--- src/rtl/wb_stage_pipe_if.sv ---
// wb_stage_pipe_if: MEM-to-WB valid/ready handshake and instruction bundle
interface wb_stage_pipe_if #(
    parameter int XLEN   = 32,
    parameter int REG_AW = 5
);
    localparam int BOFF_W = (XLEN == 64) ? 3 : 2;
    logic              mem_valid;
    logic              mem_ready;
    logic              mem_reg_write;
    logic [REG_AW-1:0] mem_rd_addr;
    logic [1:0]        mem_wb_sel;
    logic [XLEN-1:0]   mem_alu_result;
    logic [XLEN-1:0]   mem_pc_plus4;
    logic [2:0]        mem_funct3;
    logic [BOFF_W-1:0] mem_byte_off;
    modport master (
        output mem_valid, mem_reg_write, mem_rd_addr, mem_wb_sel,
               mem_alu_result, mem_pc_plus4, mem_funct3, mem_byte_off,
        input  mem_ready
    );
    modport slave (
        input  mem_valid, mem_reg_write, mem_rd_addr, mem_wb_sel,
               mem_alu_result, mem_pc_plus4, mem_funct3, mem_byte_off,
        output mem_ready
    );
endinterface

--- src/rtl/wb_stage_pipe.sv ---
// wb_stage_pipe: MEM/WB register, write-back mux and load extraction; WB_INSTRET_EN adds the retire counter
module wb_stage_pipe #(
    parameter int XLEN   = 32,
    parameter int REG_AW = 5
) (
    input  logic              clk,
    input  logic              rst,
    wb_stage_pipe_if.slave    mem,
    input  logic [XLEN-1:0]   dm_rdata,
    input  logic              dm_rvalid,
    input  logic              flush,
    output logic              wb_valid,
    output logic              wb_reg_write,
    output logic [REG_AW-1:0] wb_rd_addr,
    output logic [XLEN-1:0]   wb_rd_data,
    output logic [63:0]       instret
);
    localparam int BOFF_W = (XLEN == 64) ? 3 : 2;

    typedef enum logic [1:0] {EMPTY = 2'd0, WAIT = 2'd1, COMMIT = 2'd2} state_t;

    state_t            state_q, state_d;
    logic              p_rw_q, p_rw_d;
    logic [REG_AW-1:0] p_rd_q, p_rd_d;
    logic [2:0]        f3_q, f3_d;
    logic [BOFF_W-1:0] off_q, off_d;
    logic              rw_q, rw_d;
    logic [REG_AW-1:0] rd_q, rd_d;
    logic [XLEN-1:0]   data_q, data_d;
    logic [7:0]        ld_b;
    logic [15:0]       ld_h;
    logic [31:0]       ld_w;
    logic [XLEN-1:0]   ld_val;
    logic              cap;

    assign mem.mem_ready = state_q != WAIT;
    assign wb_valid      = state_q == COMMIT;
    assign wb_reg_write  = wb_valid && rw_q;
    assign wb_rd_addr    = rd_q;
    assign wb_rd_data    = data_q;

    // pick the addressed byte/half/word from the aligned read word and extend it per the latched load type
    always_comb begin
        ld_b   = 8'(dm_rdata >> {off_q, 3'b000});
        ld_h   = 16'(dm_rdata >> {off_q[BOFF_W-1:1], 4'b0000});
        ld_w   = 32'(dm_rdata >> {off_q >> 2, 5'b00000});
        ld_val = dm_rdata;
        case (f3_q)
            3'b000:  ld_val = XLEN'($signed(ld_b));
            3'b100:  ld_val = XLEN'(ld_b);
            3'b001:  ld_val = XLEN'($signed(ld_h));
            3'b101:  ld_val = XLEN'(ld_h);
            3'b010:  ld_val = (XLEN == 64) ? XLEN'($signed(ld_w)) : dm_rdata;
            3'b110:  ld_val = (XLEN == 64) ? XLEN'(ld_w) : dm_rdata;
            default: ld_val = dm_rdata;
        endcase
    end

    // next state: capture from EMPTY/COMMIT, wait for load data in WAIT; flush only aborts WAIT or blocks capture
    always_comb begin
        state_d = state_q;
        p_rw_d  = p_rw_q;
        p_rd_d  = p_rd_q;
        f3_d    = f3_q;
        off_d   = off_q;
        rw_d    = rw_q;
        rd_d    = rd_q;
        data_d  = data_q;
        cap     = mem.mem_valid && mem.mem_ready && !flush;
        if (state_q == WAIT) begin
            if (flush) begin
                state_d = EMPTY;
            end else if (dm_rvalid) begin
                state_d = COMMIT;
                rw_d    = p_rw_q && |p_rd_q;
                rd_d    = p_rd_q;
                data_d  = ld_val;
            end
        end else begin
            state_d = EMPTY;
            if (cap) begin
                p_rw_d = mem.mem_reg_write;
                p_rd_d = mem.mem_rd_addr;
                f3_d   = mem.mem_funct3;
                off_d  = mem.mem_byte_off;
                if (mem.mem_wb_sel == 2'b01) begin
                    state_d = WAIT;
                end else begin
                    state_d = COMMIT;
                    rw_d    = mem.mem_reg_write && |mem.mem_rd_addr;
                    rd_d    = mem.mem_rd_addr;
                    data_d  = (mem.mem_wb_sel == 2'b10) ? mem.mem_pc_plus4 : mem.mem_alu_result;
                end
            end
        end
    end

    // MEM/WB pipeline register and FSM state
    always_ff @(posedge clk) begin
        if (rst) begin
            state_q <= EMPTY;
            p_rw_q  <= 1'b0;
            p_rd_q  <= '0;
            f3_q    <= '0;
            off_q   <= '0;
            rw_q    <= 1'b0;
            rd_q    <= '0;
            data_q  <= '0;
        end else begin
            state_q <= state_d;
            p_rw_q  <= p_rw_d;
            p_rd_q  <= p_rd_d;
            f3_q    <= f3_d;
            off_q   <= off_d;
            rw_q    <= rw_d;
            rd_q    <= rd_d;
            data_q  <= data_d;
        end
    end

`ifdef WB_INSTRET_EN
    logic [63:0] instret_q, instret_d;

    // one more retired instruction in every commit cycle, wrapping at 2^64
    always_comb instret_d = instret_q + 64'(wb_valid);

    // retire counter register
    always_ff @(posedge clk) begin
        if (rst) instret_q <= '0;
        else     instret_q <= instret_d;
    end

    assign instret = instret_q;
`else
    assign instret = '0;
`endif
endmodule

--- src/flat_wrapper.sv ---
// flat-port wrapper written by rule: the top's interface ports become plain ports
module wb_stage_pipe_flat 
#(
    parameter int XLEN   = 32,
    parameter int REG_AW = 5
)
  (clk, rst, dm_rdata, dm_rvalid, flush, wb_valid, wb_reg_write, wb_rd_addr, wb_rd_data, instret, mem_mem_valid, mem_mem_reg_write, mem_mem_rd_addr, mem_mem_wb_sel, mem_mem_alu_result, mem_mem_pc_plus4, mem_mem_funct3, mem_mem_byte_off, mem_mem_ready);
  wb_stage_pipe_if #(.XLEN(XLEN), .REG_AW(REG_AW)) mem_i ();
  input  logic clk;
  input  logic rst;
  input  logic [XLEN-1:0] dm_rdata;
  input  logic dm_rvalid;
  input  logic flush;
  output logic wb_valid;
  output logic wb_reg_write;
  output logic [REG_AW-1:0] wb_rd_addr;
  output logic [XLEN-1:0] wb_rd_data;
  output logic [63:0] instret;
  input wire logic [$bits(mem_i.mem_valid)-1:0] mem_mem_valid;
  input wire logic [$bits(mem_i.mem_reg_write)-1:0] mem_mem_reg_write;
  input wire logic [$bits(mem_i.mem_rd_addr)-1:0] mem_mem_rd_addr;
  input wire logic [$bits(mem_i.mem_wb_sel)-1:0] mem_mem_wb_sel;
  input wire logic [$bits(mem_i.mem_alu_result)-1:0] mem_mem_alu_result;
  input wire logic [$bits(mem_i.mem_pc_plus4)-1:0] mem_mem_pc_plus4;
  input wire logic [$bits(mem_i.mem_funct3)-1:0] mem_mem_funct3;
  input wire logic [$bits(mem_i.mem_byte_off)-1:0] mem_mem_byte_off;
  output wire logic [$bits(mem_i.mem_ready)-1:0] mem_mem_ready;
  assign mem_i.mem_valid = mem_mem_valid;
  assign mem_i.mem_reg_write = mem_mem_reg_write;
  assign mem_i.mem_rd_addr = mem_mem_rd_addr;
  assign mem_i.mem_wb_sel = mem_mem_wb_sel;
  assign mem_i.mem_alu_result = mem_mem_alu_result;
  assign mem_i.mem_pc_plus4 = mem_mem_pc_plus4;
  assign mem_i.mem_funct3 = mem_mem_funct3;
  assign mem_i.mem_byte_off = mem_mem_byte_off;
  assign mem_mem_ready = mem_i.mem_ready;
  wb_stage_pipe #(.XLEN(XLEN), .REG_AW(REG_AW)) u_core (.clk(clk), .rst(rst), .mem(mem_i), .dm_rdata(dm_rdata), .dm_rvalid(dm_rvalid), .flush(flush), .wb_valid(wb_valid), .wb_reg_write(wb_reg_write), .wb_rd_addr(wb_rd_addr), .wb_rd_data(wb_rd_data), .instret(instret));
endmodule
--- config.mk ---
export PLATFORM = sky130hd
export DESIGN_NAME = wb_stage_pipe_flat
export DESIGN_NICKNAME = d
export VERILOG_FILES = /design/src/rtl/wb_stage_pipe_if.sv /design/src/rtl/wb_stage_pipe.sv /design/src/flat_wrapper.sv
export SDC_FILE = /design/constraint.sdc
export NUM_CORES = 1
export LEC_CHECK = 0
export ABC_AREA = 1
export CAP_MARGIN = 20
export CELL_PAD_IN_SITES_DETAIL_PLACEMENT = 1
export CELL_PAD_IN_SITES_GLOBAL_PLACEMENT = 2
export CORE_ASPECT_RATIO = 1.2
export CORE_MARGIN = 10
export CORE_UTILIZATION = 18
export DETAILED_ROUTE_END_ITERATION = 6
export GPL_TIMING_DRIVEN = 0
export PLACE_DENSITY = 0.89
export SLEW_MARGIN = 20
export SYNTH_ARGS = -nofsm -noshare
export SYNTH_HDL_FRONTEND = slang
export SYNTH_SLANG_ARGS = --single-unit
--- constraint.sdc ---
create_clock -name clk -period 1.8 [get_ports clk]
set_clock_uncertainty 0.2 [all_clocks]
set_input_delay 0.36 -clock clk [delete_from_list [all_inputs] [get_ports clk]]
set_output_delay 0.36 -clock clk [all_outputs]
set_load 0.05 [all_outputs]
==> results.yml <==
route:
  detail-route-antenna-nets: 0
  vias_per_cell: 4.147
  dr.pass1.iters: 4
  wl_per_cell_um: 17.35
  wl_mm: 19.08
  drc: 0
  num_vias: 4562
  drtIter0Drc: 169
sta:
  slew_viol_final: 0
  setup_ws_ns: 0.02406
  rsz0062_at_grt: "yes"
  finalHoldViolations: 0
  max_slew.worst_pin.slew_ns: 0.5649
  finalCriticalPeriod_ns: 1.776
  min_period_over_period_pct: 98.66
  maxSlewHeadroom_pct: 62.49
  whs_ns: 0.2744
  fmax_mhz: 563.1
  setup_violations: 0
setup_path:
  critPathKind: "reg2out"
  crit_fanout: 10
  crit_start: "u_core.state_q[0]$_SDFFE_PP0P_"
  slowest_delay_ns: 0.33
  crit_family: "buffers and inverters"
  startpoint_type: "flip-flop"
  cp_slowest_cell: "dfxtp_2"
  endpoint_kind: "primary output"
  cp_cell_sequence: "inv_2 > nor2_4 > inv_4 > buf_8 > buf_6"
  crit_arrival_ns: 1.22
  path_buf_inv: 4
  rr_startpoint: "u_core.state_q[0]$_SDFFE_PP0P_"
  required_ns: 1.24
pwr:
  p_clk_share_pct: 26.5
  swShare_pct: 40.29
  powerDensity_nw_per_um2: 632.8
  p_int_mw: 2.303
  combPwrFrac_pct: 41.1
  leakage_nw: 2.927
  p_seq_share_pct: 32.4
  p_switching_mw: 1.554
  irDropWorstVdd_mv: 0.3889
floorplanning:
  dieArea_um2: 26630
  start_util_pct: 18.27
  ioPinCount: 218
  die_w_um: 150.7
  num_rows: 57
  core_um2: 20180
  fp.dieH_um: 176.8
cells_and_area:
  fillers: 2600
  mostFrequentLayoutCells: "nand2_1, clkdlybuf4s50_1, nor2_1, buf_4, a21oi_1"
  area_growth_pct: 65.29
  final_common_cell: "nand2_1"
  fin_area_um2: 6095
  nets: 947
  layout-drive-gt1-share_pct: 17.51
clock_tree:
  cts_root_buf: "clkbuf_16"
  cts_sinks: 51
  path_clk_slew_ns: 0.08
  cts_tree: "built"
  worstSkewPairLatency_ns: 0.31
  clockBufferDepth: 2
  htreeDepth: 2
  numCtsBuffers: 5
synth:
  synth_warnings: 0
  synth.cell_area_um2: 3687
  ys_types: 23
  ys_seq_area_share_pct: 27.69
  async_reset_ff_share_pct: 0
  ys_seq_elements: 51
  synth_edf_count: 0
  yosys_most_used_dff: "dfxtp_1"
  syn_area_per_cell_um2: 6.095
  netlist_instances: 605
global_routing:
  grt_overflow: 0
  grt.total_usage_pct: 13.73
  grt_pass1_vias: 4855
  grt_pass1_wl_mm: 28.12
  antenna_found_initial: 2
  grt_max_degree: 18
place:
  place_area_um2: 5787
  io_buffers: 153
  pre_cts_slack_ns: -0.7749
  dp_hpwl_mm: 15.88
  gp_congestion: 0.8902
hold_path:
  hp-class: "reg2reg"
  hold_start: "u_core.p_rd_q[4]$_SDFFE_PP0P_"
job:
  drv_cap: 0
run_status:
  status: "complete, no violations"
==> worst reg2reg max path, delay by kind of cell, from the launching register on <==
family	cells	cell delay (ns)
flip-flops	1	0.33
buffers and inverters	4	0.54
AND/OR/NAND/NOR	3	0.28
AO/OA/AOI/OAI	3	0.28
==> synth_stat cells, drive strengths merged, types with 2 or more instances <==
master | n | share of area [%]
clkbuf | 21 | 2.1
nand3b | 2 | 0.41
nor3 | 2 | 0.27
nor2 | 81 | 8.4
inv | 36 | 3.7
buf | 80 | 16
dfxtp | 51 | 28
nand3 | 52 | 7.1
nand2 | 119 | 12
o21ai | 79 | 11
a21oi | 77 | 11
==> sequential cells by signal, indices dropped and copies added (netlist names) <==
name,flops
u_core.wb_rd_data,32
u_core.p_rd_q,5
u_core.wb_rd_addr,5
u_core.f3_q,3
u_core.off_q,2
u_core.state_q,2
u_core.p_rw_q,1
u_core.rw_q,1
==> layout make-up <==
cell class,count,area [µm²],share of cell area (%)
Multi-Input combinational cell,480,2177,35.72
Timing Repair Buffer,158,1515,24.86
Sequential cell,51,1025,16.81
Buffer,101,749.5,12.30
Tap cell,265,331.6,5.440
Inverter,36,145.1,2.381
Clock buffer,5,125.1,2.053
Clock inverter,3,23.77,0.3901
Antenna cell,1,2.502,0.04106
==> metal layers <==
layer | vias to the layer above | routed length (µm) | global-route usage [%]
met5 | - | 0 | 0
met4 | 0 | 230 | 2.731
met3 | 14 | 2060 | 6.421
met2 | 176 | 8933 | 22.68
met1 | 2075 | 7859 | 15.91
li1 | 2297 | - | -
==> worst paths after layout <==
| path | to | slack [ns] | cells past startpoint |
|---|---|---|---|
| worst max register to register | u_core.wb_rd_data[24]$_SDFFE_PP0P_ | 0.06 | 10 |
| worst min-delay path | u_core.p_rd_q[4]$_SDFFE_PP0P_ | 0.27 | 2 |
| worst max-delay path | mem_mem_ready | 0.02 | 5 |
| worst min register to register | u_core.p_rd_q[4]$_SDFFE_PP0P_ | 0.27 | 2 |
==> per-stage QoR <==
stage	power [mW]	instances	TNS, ns	util, %
2_1_floorplan	2.272	668	0	-
3_3_place_gp	2.821	1086	-24.97	28.67
3_5_place_dp	2.835	1086	-26.95	28.67
4_1_cts	3.861	1098	-0.1304	29.68
5_1_grt	4.075	1099	-0.4666	30.18
6_report	3.857	1100	0	30.20
==> power by group through the flow <==
stage | clock network (mW) | logic, mW | registers (mW)
final | 1.02 | 1.59 | 1.25
after global routing | 1.10 | 1.71 | 1.26
after CTS | 1.06 | 1.55 | 1.25
after detailed placement | 0 | 1.56 | 1.28
after global placement | 0 | 1.55 | 1.27
after floorplan | 0 | 0.798 | 1.47
==> kinds of logic after synthesis <==
group,Yosys count,synth area share (%)
other,1,0.1017
flip-flops,51,27.69
AO/OA/AOI/OAI,157,21.58
buffers and inverters,137,21.68
AND/OR/NAND/NOR,259,28.94
==> timing repair <==
| item | in CTS | in global routing |
|---|---|---|
| pin swaps | 4 | 3 |
| endpoints found under the setup margin | 82 | 64 |
| hold buffers | 0 | 0 |
| gates resized for setup | 77 | 83 |
| buffers inserted | 4 | 1 |
(Power assumes the default switching activity.)
